[src/rtl/checkbit_streamer.sv]
// Publishes 32-bit results on the 16-bit checkbits field as START_MARK, hi/lo halves per word,
// then END_MARK, holding every value for HOLD_CYCLES so a slow level-sampling monitor can see it.
//
// state | meaning
// IDLE  | waiting for start; shows IDLE_VAL after reset, END_MARK after a transfer
// SMARK | showing START_MARK
// WAIT  | words still owed but FIFO empty; previous value stays on checkbits
// HI    | showing upper half of the current word
// LO    | showing lower half of the current word
// EMARK | showing END_MARK; done pulses as the hold expires
module checkbit_streamer #(
    parameter int          HOLD_CYCLES = 64,
    parameter int          FIFO_DEPTH  = 4,
    parameter logic [15:0] START_MARK  = 16'hAB30,
    parameter logic [15:0] END_MARK    = 16'hAB31,
    parameter logic [15:0] IDLE_VAL    = 16'h0000
) (
    input  logic        clk,
    input  logic        rst_n,
    input  logic        start,
    input  logic [7:0]  len,
    input  logic        s_valid,
    input  logic [31:0] s_data,
    output logic        s_ready,
    output logic [15:0] checkbits,
    output logic        busy,
    output logic        done
);
    localparam int AW = $clog2(FIFO_DEPTH);
    localparam int HW = $clog2(HOLD_CYCLES);
    localparam logic [HW-1:0] HOLD_LOAD = HW'(HOLD_CYCLES - 1);
    localparam logic [AW:0]   FULL_CNT  = (AW+1)'(FIFO_DEPTH);

    typedef enum logic [2:0] {S_IDLE, S_SMARK, S_WAIT, S_HI, S_LO, S_EMARK} state_t;

    state_t        state;
    logic [31:0]   fifo_mem [FIFO_DEPTH];
    logic [AW-1:0] wr_ptr, rd_ptr;
    logic [AW:0]   count;
    logic [31:0]   fifo_head;
    logic          fifo_empty, push, pop, hold_zero;
    logic [HW-1:0] hold;
    logic [7:0]    remaining;
    logic [15:0]   word_lo;

    // s_ready depends only on the occupancy register, never on s_valid
    assign s_ready    = (count != FULL_CNT);
    assign fifo_empty = (count == '0);
    assign push       = s_valid && s_ready;
    assign fifo_head  = fifo_mem[rd_ptr];
    assign hold_zero  = (hold == '0);

    always_comb begin
        pop = 1'b0;
        if (!fifo_empty) begin
            case (state)
                S_WAIT:        pop = 1'b1;
                S_SMARK, S_LO: pop = hold_zero && (remaining != 8'd0);
                default:       pop = 1'b0;
            endcase
        end
    end

    always_ff @(posedge clk) begin
        if (push) fifo_mem[wr_ptr] <= s_data;
    end

    always_ff @(posedge clk or negedge rst_n) begin
        if (!rst_n) begin
            wr_ptr <= '0;
            rd_ptr <= '0;
            count  <= '0;
        end else begin
            if (push) wr_ptr <= wr_ptr + 1'b1;
            if (pop)  rd_ptr <= rd_ptr + 1'b1;
            case ({push, pop})
                2'b10:   count <= count + 1'b1;
                2'b01:   count <= count - 1'b1;
                default: count <= count;
            endcase
        end
    end

    always_ff @(posedge clk or negedge rst_n) begin
        if (!rst_n) begin
            state     <= S_IDLE;
            checkbits <= IDLE_VAL;
            busy      <= 1'b0;
            done      <= 1'b0;
            hold      <= '0;
            remaining <= '0;
            word_lo   <= '0;
        end else begin
            done <= 1'b0;
            case (state)
                S_IDLE: begin
                    if (start) begin
                        state     <= S_SMARK;
                        checkbits <= START_MARK;
                        busy      <= 1'b1;
                        remaining <= len;
                        hold      <= HOLD_LOAD;
                    end
                end
                S_SMARK, S_LO: begin
                    if (!hold_zero) begin
                        hold <= hold - 1'b1;
                    end else if (remaining == 8'd0) begin
                        state     <= S_EMARK;
                        checkbits <= END_MARK;
                        hold      <= HOLD_LOAD;
                    end else if (pop) begin
                        state     <= S_HI;
                        checkbits <= fifo_head[31:16];
                        word_lo   <= fifo_head[15:0];
                        hold      <= HOLD_LOAD;
                    end else begin
                        state <= S_WAIT;
                    end
                end
                S_WAIT: begin
                    if (pop) begin
                        state     <= S_HI;
                        checkbits <= fifo_head[31:16];
                        word_lo   <= fifo_head[15:0];
                        hold      <= HOLD_LOAD;
                    end
                end
                S_HI: begin
                    if (!hold_zero) begin
                        hold <= hold - 1'b1;
                    end else begin
                        state     <= S_LO;
                        checkbits <= word_lo;
                        remaining <= remaining - 1'b1;
                        hold      <= HOLD_LOAD;
                    end
                end
                S_EMARK: begin
                    // END_MARK stays on checkbits through IDLE until the next start
                    if (!hold_zero) begin
                        hold <= hold - 1'b1;
                    end else begin
                        state <= S_IDLE;
                        busy  <= 1'b0;
                        done  <= 1'b1;
                    end
                end
                default: state <= S_IDLE;
            endcase
        end
    end
endmodule
[config.mk]
export PLATFORM = sky130hd
export DESIGN_NAME = checkbit_streamer
export DESIGN_NICKNAME = d
export VERILOG_FILES = /design/src/rtl/checkbit_streamer.sv
export SDC_FILE = /design/constraint.sdc
export NUM_CORES = 1
export LEC_CHECK = 0
export ABC_AREA = 1
export CAP_MARGIN = 20
export CORE_MARGIN = 4
export CORE_UTILIZATION = 30
export CTS_CLUSTER_SIZE = 28
export DETAILED_ROUTE_END_ITERATION = 8
export SETUP_SLACK_MARGIN = 0.4
export SKIP_CTS_REPAIR_TIMING = 1
export SYNTH_ARGS = -nofsm -noshare
export SYNTH_HDL_FRONTEND = slang
export SYNTH_SLANG_ARGS = --single-unit
[constraint.sdc]
create_clock -name clk -period 2.35 [get_ports clk]
set_input_delay 0.235 -clock clk [delete_from_list [all_inputs] [get_ports clk]]
set_output_delay 0.235 -clock clk [all_outputs]
set_load 0.03 [all_outputs]
==> flow_summary.ini, run 1 <==
[sta]
clock.fmax_mhz = 478.5
clock_skew_ns = 0.008765
tightest_slew_ns = 0.5565
fin_tns_setup_ns = 0
min_period_over_period = 0.8893
slew_headroom = 0.6290
final_max_slew_viol_count = 0
holdWs_ns = 0.3247
rsz0062_at_grt = true
layout_min_cycle_time_ns = 2.090
hold_violations = 0
finalSetupViolations = 0

[synthesis]
yosysUniqueCellTypes = 34
syn_area_per_cell_um2 = 9.772
netlist_top_cells_area = edfxtp_1, dfrtp_1, nand2_1, nor2_1, o21ai_0
synth_edf_count = 128
async_reset_ff_frac = 0.3118
seq_area_frac_synth = 0.6345
syn_inst = 854
ys_ff_latch = 186
yosysTopAreaCell = edfxtp_1
syn-num-nets = 907
synth_top_area_frac = 0.4606
yosys_most_used_dff = edfxtp_1
synth_area_um2 = 8346
ys_warn_count = 0

[route]
drc = 0
wl_per_cell_um = 15.05
drtIter0Drc = 432
num_vias = 6099
wl_mm = 19.88
dr.pass1.iters = 5
via_per_inst = 4.617
antenna_left = 0

[finish]
design_area_um2 = 10390
diodes = 0
drive_above_1_share = 0.1307
area_delta_synth_final_pct = 24.53
final_nets = 989
post-route-util = 0.3824
mostFrequentLayoutCell = nand2_1
final_cell_mix = nand2_1, nor2_1, edfxtp_1, o21ai_0, clkdlybuf4s50_1

[floorplanning]
initial_core_util = 0.3071
coreArea_um2 = 27180
die_h_um = 174.8
die_w_um = 174.8
ioPinCount = 63
core.rowCount = 60
die-area_um2 = 30550

[critical_path]
reg2reg_slack_ns = 0.26
path_class = flop to flop
startpoint_type = flop
worst_r2r_path_depth = 14
worstSetupEndpointType = flop
required_ns = 2.66
critPathMaxFanout = 5
cp.arrival_ns = 2.40

[grt]
grt_pass1_wl_mm = 31.51
grt_start_max_net_pins = 41
antenna_found_initial = 0
grt_pass1_vias = 5871
gr-total-overflow = 0
gr-usage-all-layers = 0.1299

[run]
max_cap_viol_count = 0

[placement]
dp_hpwl_mm = 12.43
place_congestion = 0.8369
placedInstanceArea_um2 = 9597
portBuffers = 62

[cts]
clk_pin_slew_ns = 0.07
clock_sinks = 186
numCtsBuffers = 17
worstSkewPairLatency_ns = 0.43
root_buffer = clkbuf_16
cts_tree = yes
cts.path.max_buffers = 2
htreeDepth = 4

[status]
outcome = finished clean

[power]
power_density_nw_per_um2 = 1374
ir_worst_vdd_mv = 0.7737
leakage_nw = 4.087

[min_path]
hold_class = primary input to asynchronous set/reset pin
## sequential cells by signal (all words and copies together), names as in the netlist
name and count:
wr_ptr 2, busy 1, checkbits 16, remaining 8, word_lo 16, fifo_mem 128, rd_ptr 2, state 3
done 1, count 3, hold 6
## routing by layer
metal | part of all wire | GRT usage | vias up
met2 | 0.49 | 0.2166 | 131
met3 | 0.049 | 0.03613 | 12
met1 | 0.45 | 0.1695 | 2924
met5 | 0 | 0 | -
li1 | - | - | 3032
met4 | 0.0098 | 0.03011 | 0
## per-stage QoR
step	power [mW]	std cells	setup WS (ns)
6_report	14.28	1321	0.2601
5_1_grt	15.44	1321	0.1624
4_1_cts	14.01	1306	0.1950
3_5_place_dp	11.20	1274	0.2134
3_3_place_gp	11.10	1274	0.2424
2_1_floorplan	9.326	854	0.1470
## worst max-delay path: stages (launching register included)
cell and delay, ns:
dfrtp_2 0.44, inv_4 0.10, ha_4 0.14, nand2_2 0.06, nor2_4 0.15, nand2_4 0.08
nand2_4 0.07, nand2_4 0.06, clkinv_4 0.05, ha_4 0.12, inv_4 0.03, fa_2 0.35
a21oi_2 0.16, o21ai_2 0.07, xnor2_1 0.11
## kinds of logic (layout without fill, tap and decap cells)
group                    count (synthesis)  count (layout)  synth area share
AO/OA/AOI/OAI                          130             130           0.08351
buffers and inverters                   98             193           0.04962
AND/OR/NAND/NOR                        424             424            0.2106
adder cells (fa/ha/maj)                  9               9           0.01439
flip-flops                             186             186            0.6345
XOR/XNOR                                 7               7          0.007346
## synth_stat cells, types with 2 or more instances
cell / count
nand2_1: 184
nor2_1: 162
edfxtp_1: 128
o21ai_0: 68
dfrtp_1: 58
inv_1: 55
nand3_1: 54
a21oi_1: 34
a31oi_1: 19
clkbuf_1: 18
buf_2: 9
ha_1: 8
nand3b_1: 7
buf_1: 5
inv_2: 5
buf_6: 4
nand2_2: 4
xnor2_1: 4
nand4_1: 3
o211ai_1: 3
o22ai_1: 3
xor2_1: 3
nand3_2: 2
nor2_2: 2
nor3_1: 2
o21ai_1: 2
## path summary, 6_finish.rpt
path | from | endpoint
setup / recovery | hold[0]$_DFFE_PN0P_ | count[2]$_DFFE_PN0P_
hold / removal | rst_n | done$_DFF_PN0_
setup reg to reg | hold[0]$_DFFE_PN0P_ | count[2]$_DFFE_PN0P_
hold reg to reg | count[0]$_DFFE_PN0P_ | count[0]$_DFFE_PN0P_
max in group asynchronous | rst_n | rd_ptr[0]$_DFFE_PN0P_
min in group clk | s_data[14] | fifo_mem[0][14]$_DFFE_PP_
## power by group
group | internal (mW) | total, mW | switching, mW
Combinational | 2.32 | 6.54 | 4.22
Sequential | 4.48 | 4.95 | 0.472
Clock | 1.42 | 2.79 | 1.37
## area by class of cell
cell class,count,area (um^2)
Clock buffer,17,425.4
Clock inverter,15,157.7
Fill cell,2713,16780
Inverter,61,246.5
Multi-Input combinational cell,570,2814
Sequential cell,186,5300
Tap cell,372,465.4
Timing Repair Buffer,100,983.4
Note: power is estimated with default switching activity, not from simulation.
==> inputs of run 2 (changes only) <==
Settings changed: SKIP_LAST_GASP set to 1, TNS_END_PERCENT set to 10.
==> flow_summary.ini, run 2 (synthesis gave the netlist of run 1 again) <==
[cts]
htreeDepth = 4
cts_tree = yes
clk_pin_slew_ns = 0.07
cts.path.max_buffers = 2
clock_sinks = 186
numCtsBuffers = 17
root_buffer = clkbuf_16
worstSkewPairLatency_ns = 0.44

[critical_path]
cp.arrival_ns = 2.37
critPathMaxFanout = 4
worst_r2r_path_depth = 14
path_class = flop to flop
worstSetupEndpointType = flop
crit_start = hold[0]$_DFFE_PN0P_
required_ns = 2.67
startpoint_type = flop
reg2reg_slack_ns = 0.30
timing.rr.end = count[2]$_DFFE_PN0P_
reg2reg_from = hold[0]$_DFFE_PN0P_

[placement]
dp_hpwl_mm = 12.30
portBuffers = 62
post-place-ws_ns = 0.1895
place_congestion = 0.8330

[sta]
tightest_slew_ns = 0.5005
layout_setup_ws_ns = 0.2967
hold_violations = 0
rsz0062_at_grt = true
slew_headroom = 0.6651
finalSetupViolations = 0
min_period_over_period = 0.8737
layout_min_cycle_time_ns = 2.053
clock.fmax_mhz = 487.0
final_max_slew_viol_count = 0
fin_tns_setup_ns = 0
clock_skew_ns = 0.01410

[route]
antenna_left = 0
wl_per_cell_um = 14.78
drtIter0Drc = 399
wl_mm = 19.49
via_per_inst = 4.634
dr.pass1.iters = 6
num_vias = 6112
drc = 0

[grt]
grt_start_max_net_pins = 59
grt_pass1_vias = 5703
gr-total-overflow = 0
grt_pass1_wl_mm = 30.99
antenna_found_initial = 0
gr-usage-all-layers = 0.1290

[run]
max_cap_viol_count = 0

[floorplanning]
initial_core_util = 0.3071
coreArea_um2 = 27180
core.rowCount = 60
ioPinCount = 63
die_w_um = 174.8
die-area_um2 = 30550
die_h_um = 174.8

[finish]
drive_above_1_share = 0.1193
reg_top3 = fifo_mem: 128 flops, checkbits: 16 flops, word_lo: 16 flops
mostFrequentLayoutCell = nand2_1
area_delta_synth_final_pct = 24.11
largest-register = fifo_mem
final_cell_mix = nand2_1, nor2_1, edfxtp_1, o21ai_0, clkdlybuf4s50_1
final_nets = 987
diodes = 0
fill_cells = 2671
largest_reg_flops = 128

[power]
power_density_nw_per_um2 = 1369
leakage_nw = 4.083
ir_worst_vdd_mv = 0.6050

[min_path]
hold_class = primary input to asynchronous set/reset pin

[status]
outcome = finished clean
run 2: cell count changes in the layout (fill, tap and decap cells not counted), moves of 2 or more:
cell / before / now
nor2_1: 150 / 155
nor2_2: 5 / 1
buf_6: 2 / 0
clkinv_2: 2 / 0
o21ai_1: 2 / 4
o21ai_2: 2 / 0
run 2: worst max-delay path by stage:
stage	end	slack [ns]	depth (start not counted)
after floorplan	count[2]$_DFFE_PN0P_	0.15	15
after global placement	count[2]$_DFFE_PN0P_	0.24	14
after detailed placement	count[1]$_DFFE_PN0P_	0.19	13
after CTS	count[1]$_DFFE_PN0P_	0.16	13
after global routing	count[2]$_DFFE_PN0P_	0.20	14
final	count[2]$_DFFE_PN0P_	0.30	14
run 2: final cells by class:
cell class	instances	area (um^2)	share of cell area
Sequential cell	186	5300	0.5117
Multi-Input combinational cell	570	2780	0.2684
Timing Repair Buffer	98	963.4	0.09302
Tap cell	372	465.4	0.04494
Clock buffer	18	439.2	0.04240
Inverter	61	242.7	0.02344
Clock inverter	14	166.4	0.01607
run 2: power by group:
group / switching, mW / total [mW] / internal [mW]
Combinational: 4.14 / 6.38 / 2.24
Clock: 1.39 / 2.86 / 1.46
Sequential: 0.458 / 4.94 / 4.48
run 2: critical path, stage by stage, from the launching register on:
cell      delay (ns)
dfrtp_1         0.44
inv_4           0.10
ha_4            0.14
nand2_4         0.05
nor2_4          0.14
nand2_4         0.07
nand2_4         0.07
nand2_4         0.06
clkinv_4        0.05
ha_4            0.12
inv_4           0.03
fa_2            0.34
a21oi_2         0.11
o21ai_1         0.08
xnor2_1         0.12
run 2: layer usage:
layer,global-route usage,up-vias,part of all wire
li1,-,3025,-
met4,0.03699,0,0.012
met2,0.2177,124,0.49
met1,0.1692,2944,0.46
met3,0.02596,19,0.043
met5,0,-,0
run 2: through the flow:
stage | cells | utilization | instance area [um^2] | power (mW) | hold WS [ns]
global route | 1319 | 0.3811 | 10360 | 15.28 | 0.3642
CTS | 1307 | 0.3758 | 10210 | 14.09 | -0.1906
global placement | 1275 | 0.3535 | 9607 | 11.10 | 0.2697
finish | 1319 | 0.3811 | 10360 | 14.18 | 0.3414
detailed placement | 1275 | 0.3535 | 9607 | 11.21 | 0.2693
floorplan | 854 | - | 8459 | 9.303 | -0.06059
==> inputs of run 3 (changes only) <==
Settings changed: CAP_MARGIN 20 to unset.
==> results of run 3 <==
Same layout as run 2: the final DEF is identical, and so are final timing and power.
